### config.mk
export PLATFORM = sky130hd
export DESIGN_NAME = mul_seq_ctrl
export DESIGN_NICKNAME = d
export VERILOG_FILES = /design/src/rtl/mul_seq_ctrl_pkg.sv /design/src/rtl/mul_seq_ctrl_dp.sv /design/src/rtl/mul_seq_ctrl.sv
export SDC_FILE = /design/constraint.sdc
export NUM_CORES = 1
export LEC_CHECK = 0
export BUFFER_PORTS_ARGS = -buffer_cell sky130_fd_sc_hd__buf_2
export CAP_MARGIN = 5
export CORE_ASPECT_RATIO = 1.2
export CORE_UTILIZATION = 57
export DETAILED_ROUTE_END_ITERATION = 16
export GPL_TIMING_DRIVEN = 0
export PLACE_DENSITY = 0.88
export SYNTH_ARGS = -nofsm -noshare
export SYNTH_HDL_FRONTEND = slang
export SYNTH_SLANG_ARGS = --single-unit
### constraint.sdc
create_clock -name clk_i -period 4.4 [get_ports clk_i]
set_input_delay 0.88 -clock clk_i [delete_from_list [all_inputs] [get_ports clk_i]]
set_output_delay 0.88 -clock clk_i [all_outputs]
set_load 0.03 [all_outputs]
### src/rtl/mul_seq_ctrl_pkg.sv
// Shared encodings for the EX-stage multiply sequencer: ALUCtrl codes used by
// the ALU decoder and the sequencer FSM state encoding.
package mul_seq_ctrl_pkg;

  localparam logic [3:0] ALU_AND  = 4'b0000;
  localparam logic [3:0] ALU_OR   = 4'b0001;
  localparam logic [3:0] ALU_ADD  = 4'b0010;
  localparam logic [3:0] ALU_SLL  = 4'b0011;
  localparam logic [3:0] ALU_LUI  = 4'b0100;
  localparam logic [3:0] ALU_MUL  = 4'b0101;
  localparam logic [3:0] ALU_SUB  = 4'b0110;
  localparam logic [3:0] ALU_SLT  = 4'b0111;
  localparam logic [3:0] ALU_JR   = 4'b1000;
  localparam logic [3:0] ALU_BNE  = 4'b1110;
  localparam logic [3:0] ALU_SLTU = 4'b1111;

  typedef enum logic [1:0] {
    ST_IDLE = 2'b00,
    ST_RUN  = 2'b01,
    ST_DONE = 2'b10
  } mul_state_t;

  // A flushed instruction never counts as a multiply request.
  function automatic logic mul_request(input logic       valid,
                                       input logic [3:0] alu_ctrl,
                                       input logic [3:0] mul_code,
                                       input logic       flush);
    return valid & (alu_ctrl == mul_code) & ~flush;
  endfunction

endpackage

### src/rtl/mul_seq_ctrl_dp.sv
// Shift-add multiply datapath: operand/accumulator registers and the adder.
// Purely controlled by load/step from the sequencer; no sequencing here.
module mul_shift_add_dp
  import mul_seq_ctrl_pkg::*;
#(
  parameter int DATA_W = 32
) (
  input  logic              clk,
  input  logic              rst,
  input  logic              load,
  input  logic              step,
  input  logic [DATA_W-1:0] src1,
  input  logic [DATA_W-1:0] src2,
  output logic [DATA_W-1:0] acc
);

  logic [DATA_W-1:0] mcand;
  logic [DATA_W-1:0] mplier;
  logic [DATA_W-1:0] addend;

  assign addend = mplier[0] ? mcand : {DATA_W{1'b0}};

  // Operand/accumulator registers; accumulator wraps at DATA_W bits.
  always_ff @(posedge clk or posedge rst) begin
    if (rst) begin
      mcand  <= {DATA_W{1'b0}};
      mplier <= {DATA_W{1'b0}};
      acc    <= {DATA_W{1'b0}};
    end else if (load) begin
      mcand  <= src1;
      mplier <= src2;
      acc    <= {DATA_W{1'b0}};
    end else if (step) begin
      acc    <= acc + addend;
      mcand  <= {mcand[DATA_W-2:0], 1'b0};
      mplier <= {1'b0, mplier[DATA_W-1:1]};
    end else begin
      mcand  <= mcand;
      mplier <= mplier;
      acc    <= acc;
    end
  end

endmodule

### src/rtl/mul_seq_ctrl.sv
// EX-stage multiply sequencer: holds the pipeline while a DATA_W-cycle
// shift-add multiply runs, then presents the low product bits for one cycle.
module mul_seq_ctrl
  import mul_seq_ctrl_pkg::*;
#(
  parameter int         DATA_W   = 32,
  parameter logic [3:0] MUL_CODE = ALU_MUL
) (
  input  logic              clk_i,
  input  logic              rst_i,
  input  logic              valid_i,
  input  logic [3:0]        ALUCtrl_i,
  input  logic [DATA_W-1:0] src1_i,
  input  logic [DATA_W-1:0] src2_i,
  input  logic              flush_i,
  output logic              stall_o,
  output logic              busy_o,
  output logic              done_o,
  output logic [DATA_W-1:0] result_o
);

  localparam int               CNT_W    = $clog2(DATA_W);
  localparam logic [CNT_W-1:0] CNT_LAST = CNT_W'(DATA_W - 1);
  localparam logic [CNT_W-1:0] CNT_ONE  = CNT_W'(1);
  localparam logic [CNT_W-1:0] CNT_ZERO = CNT_W'(0);

  mul_state_t       state;
  mul_state_t       state_next;
  logic [CNT_W-1:0] cnt;
  logic [CNT_W-1:0] cnt_next;
  logic             req;
  logic             load;
  logic             step;
  logic             stall;
  logic             done;

  assign req = mul_request(valid_i, ALUCtrl_i, MUL_CODE, flush_i);

  // State and iteration counter registers.
  always_ff @(posedge clk_i or posedge rst_i) begin
    if (rst_i) begin
      state <= ST_IDLE;
      cnt   <= CNT_ZERO;
    end else begin
      state <= state_next;
      cnt   <= cnt_next;
    end
  end

  // Next state, datapath controls and pipeline handshake outputs.
  always_comb begin
    state_next = state;
    cnt_next   = cnt;
    load       = 1'b0;
    step       = 1'b0;
    stall      = 1'b0;
    done       = 1'b0;
    case (state)
      ST_IDLE: begin
        if (req) begin
          state_next = ST_RUN;
          cnt_next   = CNT_ZERO;
          load       = 1'b1;
          stall      = 1'b1;
        end else begin
          state_next = ST_IDLE;
        end
      end
      ST_RUN: begin
        stall = 1'b1;
        if (flush_i) begin
          // Killed instruction: abandon the product, acc stays stale.
          state_next = ST_IDLE;
          cnt_next   = CNT_ZERO;
        end else if (cnt == CNT_LAST) begin
          step       = 1'b1;
          state_next = ST_DONE;
          cnt_next   = CNT_ZERO;
        end else begin
          step       = 1'b1;
          cnt_next   = cnt + CNT_ONE;
        end
      end
      ST_DONE: begin
        // The MUL is still in EX here, so its own req must not restart us.
        done       = ~flush_i;
        state_next = ST_IDLE;
      end
      default: begin
        state_next = ST_IDLE;
        cnt_next   = CNT_ZERO;
      end
    endcase
  end

  assign stall_o = stall;
  assign done_o  = done;
  assign busy_o  = (state == ST_RUN);

  mul_shift_add_dp #(
    .DATA_W (DATA_W)
  ) u_dp (
    .clk  (clk_i),
    .rst  (rst_i),
    .load (load),
    .step (step),
    .src1 (src1_i),
    .src2 (src2_i),
    .acc  (result_o)
  );

endmodule

Word-level counts from Yosys, hierarchy flattened
Index checks and enable logic that the tools add are counted.
{"block": "classes", "n_addsub": 2, "eq_ne": 6, "mux": 21, "bitwise": 4, "n_reduce_logical": 3}
{"cell": "$mux W32", "n": 7}
{"cell": "$add A32 B32 Y32", "n": 1}
{"cell": "$mux W5", "n": 3}
{"cell": "$pmux W5 S3", "n": 1}
{"cell": "$mux W1", "n": 6}
{"cell": "$add A5 B1 Y5 const B", "n": 1}
{"cell": "$eq A5 B5 Y1 const B", "n": 1}
{"cell": "$eq A4 B3 Y1 const B", "n": 1}
{"cell": "$mux W2", "n": 2}
{"cell": "$pmux W2 S2", "n": 1}
{"cell": "$ne A3 B2 Y1 const B", "n": 1}
{"cell": "$and A1 B1 Y1", "n": 2}
{"cell": "$eq A2 B1 Y1 const B", "n": 1}
{"cell": "$eq A2 B2 Y1 const B", "n": 1}
{"cell": "$logic_not A2 Y1", "n": 1}
{"cell": "$ne A2 B2 Y1 const B", "n": 1}
{"cell": "$not A1 Y1", "n": 2}
{"cell": "$pmux W1 S2", "n": 1}
{"cell": "$reduce_and A2 Y1", "n": 1}
{"cell": "$reduce_bool A2 Y1", "n": 1}
{"block": "totals", "regBits": 103, "input_bits": 72, "output_inout_bits": 35, "elab_cells": 41}

Longest topological paths before layout
Gate-level depths: netlist (run 1).
{"block": "depth", "word_depth": 6, "depth_mapped": 11, "depth_no_buf": 10}

Hierarchy
A second synthesis (run 1) with hierarchy kept.
{"block": "hier_totals", "cells_unflattened": 692, "area_unflattened_um2": 6403.6}
{"module": "mul_shift_add_dp", "instances": 1, "cells_per_inst": 658, "area_each_um2": 5990.7, "seq_area_each_um2": 2402.3}
{"module": "mul_seq_ctrl", "instances": 1, "cells_per_inst": 34, "area_each_um2": 412.9, "seq_area_each_um2": 175.2}

Worst setup path before layout (run 1)
No wires, ideal clock.
{"block": "synth_path", "kind": "register to register", "start": "register u_dp.acc[0]", "end": "register u_dp.acc[30]", "setup_ps": 69, "arrival_time_ps": 2743, "required_time_ps": 4331, "setup_slack_ps": 1587, "stages_incl_launch_ff": 10, "path_buffers": 0, "synth_period_minus_slack_ps": 2813, "path_cell_list": "dfrtp_1 -> ha_1 -> fa_1 -> a211o_1 -> a211o_1 -> a32o_2 -> nor2b_4 -> o32ai_2 -> or3_1 -> nand3_1"}
{"block": "synth_via", "elab_chain_cells": 3}
{"item": "from (decl)", "line_no": "mul_seq_ctrl_dp.sv:14", "text": "output logic [DATA_W-1:0] acc"}
{"item": "from (signal assigned)", "line_no": "mul_seq_ctrl_dp.sv:28", "text": "acc <= {DATA_W{1'b0}};"}
{"item": "from (signal assigned)", "line_no": "mul_seq_ctrl_dp.sv:32", "text": "acc <= {DATA_W{1'b0}};"}
{"item": "from (signal assigned)", "line_no": "mul_seq_ctrl_dp.sv:34", "text": "acc <= acc + addend;"}
{"item": "$add A32 B32 Y32", "line_no": "mul_seq_ctrl_dp.sv:34"}
{"item": "$mux W32", "line_no": "mul_seq_ctrl_dp.sv:33", "text": "end else if (step) begin"}
{"item": "$mux W32", "line_no": "mul_seq_ctrl_dp.sv:29", "text": "end else if (load) begin"}
Every way passes these cells. The select of a mux whose other input is x is not followed.
A chain may end at the register's enable or synchronous reset.

Final worst setup path (run 1)
{"block": "layout_path", "start": "register u_dp.mplier[0]", "end": "register u_dp.acc[28]"}
{"block": "layout_via", "elab_chain_cells": 4}
{"item": "from (decl)", "line_no": "mul_seq_ctrl_dp.sv:18", "text": "logic [DATA_W-1:0] mplier;"}
{"item": "from (signal assigned)", "line_no": "mul_seq_ctrl_dp.sv:27", "text": "mplier <= {DATA_W{1'b0}};"}
{"item": "from (signal assigned)", "line_no": "mul_seq_ctrl_dp.sv:31", "text": "mplier <= src2;"}
{"item": "from (signal assigned)", "line_no": "mul_seq_ctrl_dp.sv:36", "text": "mplier <= {1'b0, mplier[DATA_W-1:1]};"}
{"item": "$mux W32", "line_no": "mul_seq_ctrl_dp.sv:21", "text": "assign addend = mplier[0] ? mcand : {DATA_W{1'b0}};"}
{"item": "$add A32 B32 Y32", "line_no": "mul_seq_ctrl_dp.sv:34"}
{"item": "$mux W32", "line_no": "mul_seq_ctrl_dp.sv:33"}
{"item": "$mux W32", "line_no": "mul_seq_ctrl_dp.sv:29"}
Every way passes these cells. The select of a mux whose other input is x is not followed.

==> results by group, run 1 <==
Worst hold path
  • Hold Crit Start: u_dp.mplier[19]
  • Worst Hold Path EP: u_dp.mplier[19]
  • WHS Path Cells: 2
  • Hold WC Path Type: flip-flop to flip-flop

Cells and area
  • Core Util, Final: 68.19%
  • Final Instance Area: 0.007206 sq mm
  • Share of cells above drive strength 1: 18.21%
  • Layout net count: 881
  • Filler cells: around 800
  • Area Growth Syn to Fin: 16.13%
  • Area of the multi-input gates: 0.003228 sq mm
  • Flip-flop and latch area: between 0.002 and 0.003 sq mm
  • Final std cells w/o fill: 909
  • # diodes: 0

Floorplanning
  • # rows: between 40 and 50
  • Die Wd: 97.24 um
  • Die Span Y: 116.3 um
  • Core area: 0.01057 sq mm
  • Die area: 0.01131 sq mm
  • Starting density of the core: 58.71%
  • Ports: 107

Clock network
  • Reg clk slew, reported paths: about 0.070 ns
  • # hold bufs at CTS: 0
  • TritonCTS clock tree: built
  • Post CTS Setup Buffer Count: 0
  • Bufs on Longest Clock Path: 2
  • CTS buffer count: 9
  • CTS root buf: clkbuf_16
  • Later-pin clock latency in the skew report: 0.35 ns
  • Clock tree sinks: 103
  • H-tree depth: 3
  • Resize count post-CTS: 0

Setup path
  • Crit path kind: flip-flop to flip-flop
  • Critical Path Fanout Max: 10
  • CP arrival: 3.62 ns
  • CP endpoint kind: flip-flop
  • Setup crit start kind: flip-flop
  • Crit path required time: 4.68 ns
  • Reg-to-reg slack, setup: roughly 1.1 ns
  • Length in cells of the worst reg-to-reg path: 10
  • R2R Path Start: u_dp.mplier[0]
  • R2R Path End: u_dp.acc[28]

Global routing
  • Vias in the first global route: around 5.8k
  • Initial antenna violation count: 0
  • All-Layer GR Usage: 30.42%
  • Grt total ovfl: 0
  • First-pass GRT wire length: 27.29 mm
  • Largest net degree at the start of global routing: 63

Logic synthesis
  • Ys async rst share: 100.0%
  • Synth area leaders: dfrtp_1 42%, a222oi_1 7.4%, ha_1 6.7%, o21ai_0 4.3%, nand2_1 3.7%
  • Synth warn: 0
  • Net count after synthesis: 763
  • Commonest cells in the netlist: 103 x dfrtp_1, 61 x nand2_1, 56 x inv_1
  • Syn Inst Count: 657
  • Sequential fraction of the synthesis area: 41.54%
  • Synthesized area: 0.006205 sq mm
  • Area leader, netlist: dfrtp_1
  • Post-synth EDFFs: 0
  • Top cell type's share of synthesized area: a little over 40%
  • Mapped Avg Cell Area: 9.444 sq um
  • Yosys reg bits: roughly 100
  • Dominant synthesized flop cell: dfrtp_1
  • Most frequent cell after synthesis: dfrtp_1
  • Count of different cell masters after synthesis: 66

STA
  • Fin crit period: about 3.3 ns
  • Min Hold Slack: 0.5086 ns
  • Fmax: 299.6 MHz
  • RSZ-0062 raised after global routing: false
  • Tcrit/Tclk final: 75.86%
  • Final Max Tran Viols: 0
  • Finish-stage setup viols: 0
  • Worst-Margin Slew: 0.9236 ns
  • Final hold violation count: 0
  • Slew margin rel.: 38.43%
  • Skew final: 0.01313 ns
  • Setup TNS: 0 ns

Pwr
  • Sequential power share: a little over two fifths
  • Pwr dens: 428.8 mW/mm^2
  • VDD IR max: 0.2938 mV
  • Cell leakage power: around 0.0038 uW
  • Clock network fraction of total power: 24.9%
  • Logic gate share of total power: 31.5%
  • Power Internal: 1980 uW
  • Switching Share: a little over a third
  • Switching power: 1109 uW

Detailed routing
  • Starting DRC count in detailed routing: 510
  • DRT Wirelength: 16.68 mm
  • Routed Antenna Nets: 0
  • TritonRoute pass-1 iters: 10
  • Residual DRC: 0
  • Via count: 5,798
  • Vias per inst: 6.378
  • Per-cell routed wire length: 18.34 um

Status
  • Status: finished clean

Place
  • Placed Area: 0.006927 sq mm
  • GP Congestion: 0.9407
  • Inst Count DP: 893
  • Detailed placement HPWL: approximately 12 mm
  • Number of port buffers: between 100 and 150

Run
  • Max-cap violation count: 0
[layout make-up]
class	count	area share (%)
clock buffer	14	3.664
sequential	103	35.77
timing repair buffer	107	7.744
clock inverter	2	0.2084
tap	129	2.240
inverter	56	2.952
multi-input combinational	458	44.80
buffer	40	2.622
[cell usage in the layout (no fill, tap or decap), drive strengths merged, types with 12 or more instances in the layout]
cell type,instances
nor2,23
nand3,14
xnor2,13
buf,109
and2,35
a21o,15
nand2,61
mux2i,17
ha,33
nor3,12
a222oi,46
o21ai,56
clkbuf,52
dfrtp,103
inv,56
a21oi,30
[sequential cells by signal, summed over array words and instances, names as in the netlist]
name         count
u_dp.mcand      32
u_dp.mplier     32
u_dp.acc        32
state            2
cnt              5
[how the worst max path moves through the flow]
stage / start / end / cells past startpoint
floorplan: rst_i / cnt[0] / 1
global placement: rst_i / u_dp.acc[19] / 2
detailed placement: u_dp.mplier[0] / u_dp.acc[28] / 10
CTS: u_dp.mplier[0] / u_dp.acc[28] / 10
global route: u_dp.mplier[0] / u_dp.acc[25] / 10
finish: u_dp.mplier[0] / u_dp.acc[28] / 10
[per-layer routing]
metal	share of wire, %	global-route usage (%)	routed length, um	vias to the layer above
li1	-	-	-	2673
met1	39	35.74	6518	2810
met2	50	53.90	8356	268
met3	7.4	5.566	1233	47
met4	3.4	15.78	566	0
met5	0	0	0	-
[per-stage QoR]
step,total power (uW),worst slack [ns]
2_1_floorplan,2034,0.8162
3_3_place_gp,2263,-0.2435
3_5_place_dp,2324,1.137
4_1_cts,3089,1.095
5_1_grt,3254,0.8587
6_report,3090,1.062
[power by group through the flow]
stage | registers [uW] | clock network, uW | logic, uW
3_5_place_dp | 1360 | 0 | 964
2_1_floorplan | 1420 | 0 | 612
4_1_cts | 1340 | 776 | 970
5_1_grt | 1370 | 807 | 1080
3_3_place_gp | 1340 | 0 | 920
6_report | 1350 | 769 | 973
[cell families (layout without fill, tap and decap cells)]
group           count (synthesis)  after routing  share of synthesized area [%]
flops                         103            103                          41.54
simple gates                  181            181                          14.96
buf+inv                        96            219                          6.433
xor+xnor                       20             20                          2.823
mux                            18             18                          2.924
fa+ha+maj                      34             34                          6.977
compound gates                205            205                          24.34
[worst max-delay path: stages, from the launching register on]
cell and delay (ns):
dfrtp_1 0.49, clkbuf_1 0.26, and2_1 0.24, fa_1 0.48, a211o_1 0.34, a211o_1 0.31
a32o_2 0.31, a21oi_2 0.26, nor3_1 0.13, or3_1 0.35, nand3_1 0.09
(Power assumes the default switching activity.)
==> run 2: changes to the inputs <==
- CORE_UTILIZATION: 57 -> 51
- PLACE_DENSITY: 0.88 -> 0.84
- clock period: 4.4 -> 2.7 ns (I/O delays scaled with it)
==> run 2 against run 1 <==
  * The flow now finishes with violations (setup timing)
  * Clock power is 70% higher
  * Flip-flop and latch count stayed put
  * Clock skew hardly changed
  * Register-to-register slack worse by 1.3 ns
  * Power is 72% higher
  * Combinational power is 86% higher
  * Global-route usage is 0.79 points lower
  * Final area is 7.7% higher
  * Sequential power is 63% higher
  * Count of clock-buffer cells in the layout is 4 lower
  * Final cell count is 5.1% higher
  * Highest routed layer unchanged
==> results by group, run 2 (synthesis gave the netlist of run 1 again) <==
Pwr
  • Cell leakage power: 0.004022 uW
  • Pwr dens: 685.1 mW/mm^2
  • VDD IR max: 0.4350 mV

Floorplanning
  • Die Wd: between 100 and 150 um
  • Core area: 0.01173 sq mm
  • Die area: 0.01261 sq mm
  • Ports: approximately 110
  • # rows: between 40 and 50
  • Starting density of the core: 52.90%
  • Die Span Y: approximately 120 um

Setup path
  • CP arrival: 3.18 ns
  • CP peak stage delay: 0.46 ns
  • CP endpoint kind: flip-flop
  • Critical Path Fanout Max: 8
  • Crit-path cells: buf_8 > and2_4 > fa_2 > a211o_1 > a211o_1 > a32o_2 > nor2b_4 > o32ai_4 > or3_1 > nand3_1
  • Crit path kind: flip-flop to flip-flop
  • Critical-path top delay cell: dfrtp_2
  • Crit path required time: 2.99 ns
  • Setup crit start kind: flip-flop
  • CP dominant cell by count: a211o_1

Cells and area
  • Most frequent cells in the layout: 106 x buf_2, 101 x dfrtp_1, 61 x nand2_1
  • Share of cells above drive strength 1: a little over a quarter
  • Layout net count: approximately 900
  • Area Growth Syn to Fin: 25.05%
  • Final Instance Area: 0.007759 sq mm
  • Commonest non-fill, non-tap cell in the layout: buf_2
  • Largest registers: u_dp.acc x32, u_dp.mcand x32, u_dp.mplier x32

Clock network
  • Reg clk slew, reported paths: 0.08 ns
  • H-tree depth: 3
  • Later-pin clock latency in the skew report: between 0.3 and 0.4 ns
  • CTS buffer count: 9
  • Clock tree sinks: 103
  • # hold bufs at CTS: 0
  • Bufs on Longest Clock Path: 2
  • TritonCTS clock tree: built
  • CTS root buf: clkbuf_16

Status
  • Failing checks: setup timing
  • Status: finished with violations

Place
  • Detailed placement HPWL: 12.93 mm
  • GP Congestion: 0.9266
  • Dpl ws: -0.4619 ns
  • Placed Area: roughly 0.0070 sq mm
  • Number of port buffers: 106

Detailed routing
  • DRT Wirelength: roughly 18 mm
  • TritonRoute pass-1 iters: 6
  • Vias per inst: 6.183
  • Residual DRC: 0
  • Via count: approximately 5.9k
  • Starting DRC count in detailed routing: 494
  • Per-cell routed wire length: 19.18 um
  • Routed Antenna Nets: 0

STA
  • Worst-Margin Slew: roughly 0.93 ns
  • Fin crit period: 2.889 ns
  • Tcrit/Tclk final: 107.0%
  • Skew final: roughly 0.014 ns
  • Fmax: 346.1 MHz
  • Finish-stage setup viols: 17
  • RSZ-0062 raised after global routing: true
  • PnR worst setup slack: -0.1890 ns
  • Final Max Tran Viols: 0
  • Slew margin rel.: 37.70%
  • Final hold violation count: 0

Global routing
  • Grt total ovfl: 0
  • Vias in the first global route: 5,893
  • All-Layer GR Usage: 29.63%
  • First-pass GRT wire length: 28.41 mm
  • Initial antenna violation count: 1
  • Largest net degree at the start of global routing: 40

Worst hold path
  • Hold WC Path Type: input pin to async pin

Run
  • Max-cap violation count: 0
## run 2: stage by stage
step                std cells  utilization [%]  power (uW)  hold WS (ns)  setup TNS [ns]
floorplan                 657                -        3317        0.4649               0
global placement          920            59.23        3699        0.4876          -4.710
detailed placement        922            59.57        3788        0.4929          -5.524
CTS                       951            64.74        5210        0.3408          -1.398
global route              954            66.13        5572        0.3850          -3.022
finish                    955            66.15        5316        0.3236          -1.598
## run 2: cell type report
cell class                      count  area (sq um)
Inverter                           56         214.0
Antenna cell                        1         2.502
Fill cell                         941          3970
Sequential cell                   103          2580
Buffer                             36         192.7
Tap cell                          157         196.4
Clock buffer                       10         239.0
Clock inverter                      6         52.55
Timing Repair Buffer              128         735.7
Multi-Input combinational cell    458          3546
## run 2: per-layer routing
layer	wire length, um	global-route usage [%]
met1	7048	34.25
met2	9159	50.38
met3	1337	5.866
met4	775	17.50
met5	0	0
## run 2: path summary, 6_finish.rpt
path / from / end / slack [ns] / cells past startpoint
max: u_dp.mplier[0] / u_dp.acc[30] / -0.19 / 10
min: rst_i / u_dp.acc[2] / 0.32 / 2
max reg2reg: u_dp.mplier[0] / u_dp.acc[30] / -0.19 / 10
min reg2reg: u_dp.mplier[12] / u_dp.mplier[12] / 0.51 / 2
max in group asynchronous: rst_i / u_dp.acc[27] / 1.72 / 3
min in group clk_i: src2_i[31] / u_dp.mplier[31] / 0.38 / 3
## run 2: report_power, final
group / internal [uW] / leakage, uW / switching [uW] / total, uW
registers: 1900 / 0.00135 / 299 / 2200
logic: 769 / 0.00253 / 1040 / 1810
clock network: 668 / 0.000143 / 640 / 1310
total: 3340 / 0.00402 / 1980 / 5320
## run 2: what timing repair did
| action | 4_1_cts | 5_1_grt |
|---|---|---|
| pin swaps | 16 | 16 |
| gates resized for setup | 46 | 35 |
| endpoints found under the setup margin | 22 | 21 |
| buffers inserted | 16 | 5 |
## run 2: worst max-delay path: cells and delay by family (launching register included)
family,cells,cell delay (ns)
and+or+nand+nor,4,0.77
adders and majority gates,1,0.37
DFF,1,0.46
buffers and inverters,1,0.15
AOI/OAI and AO/OA,4,1.06
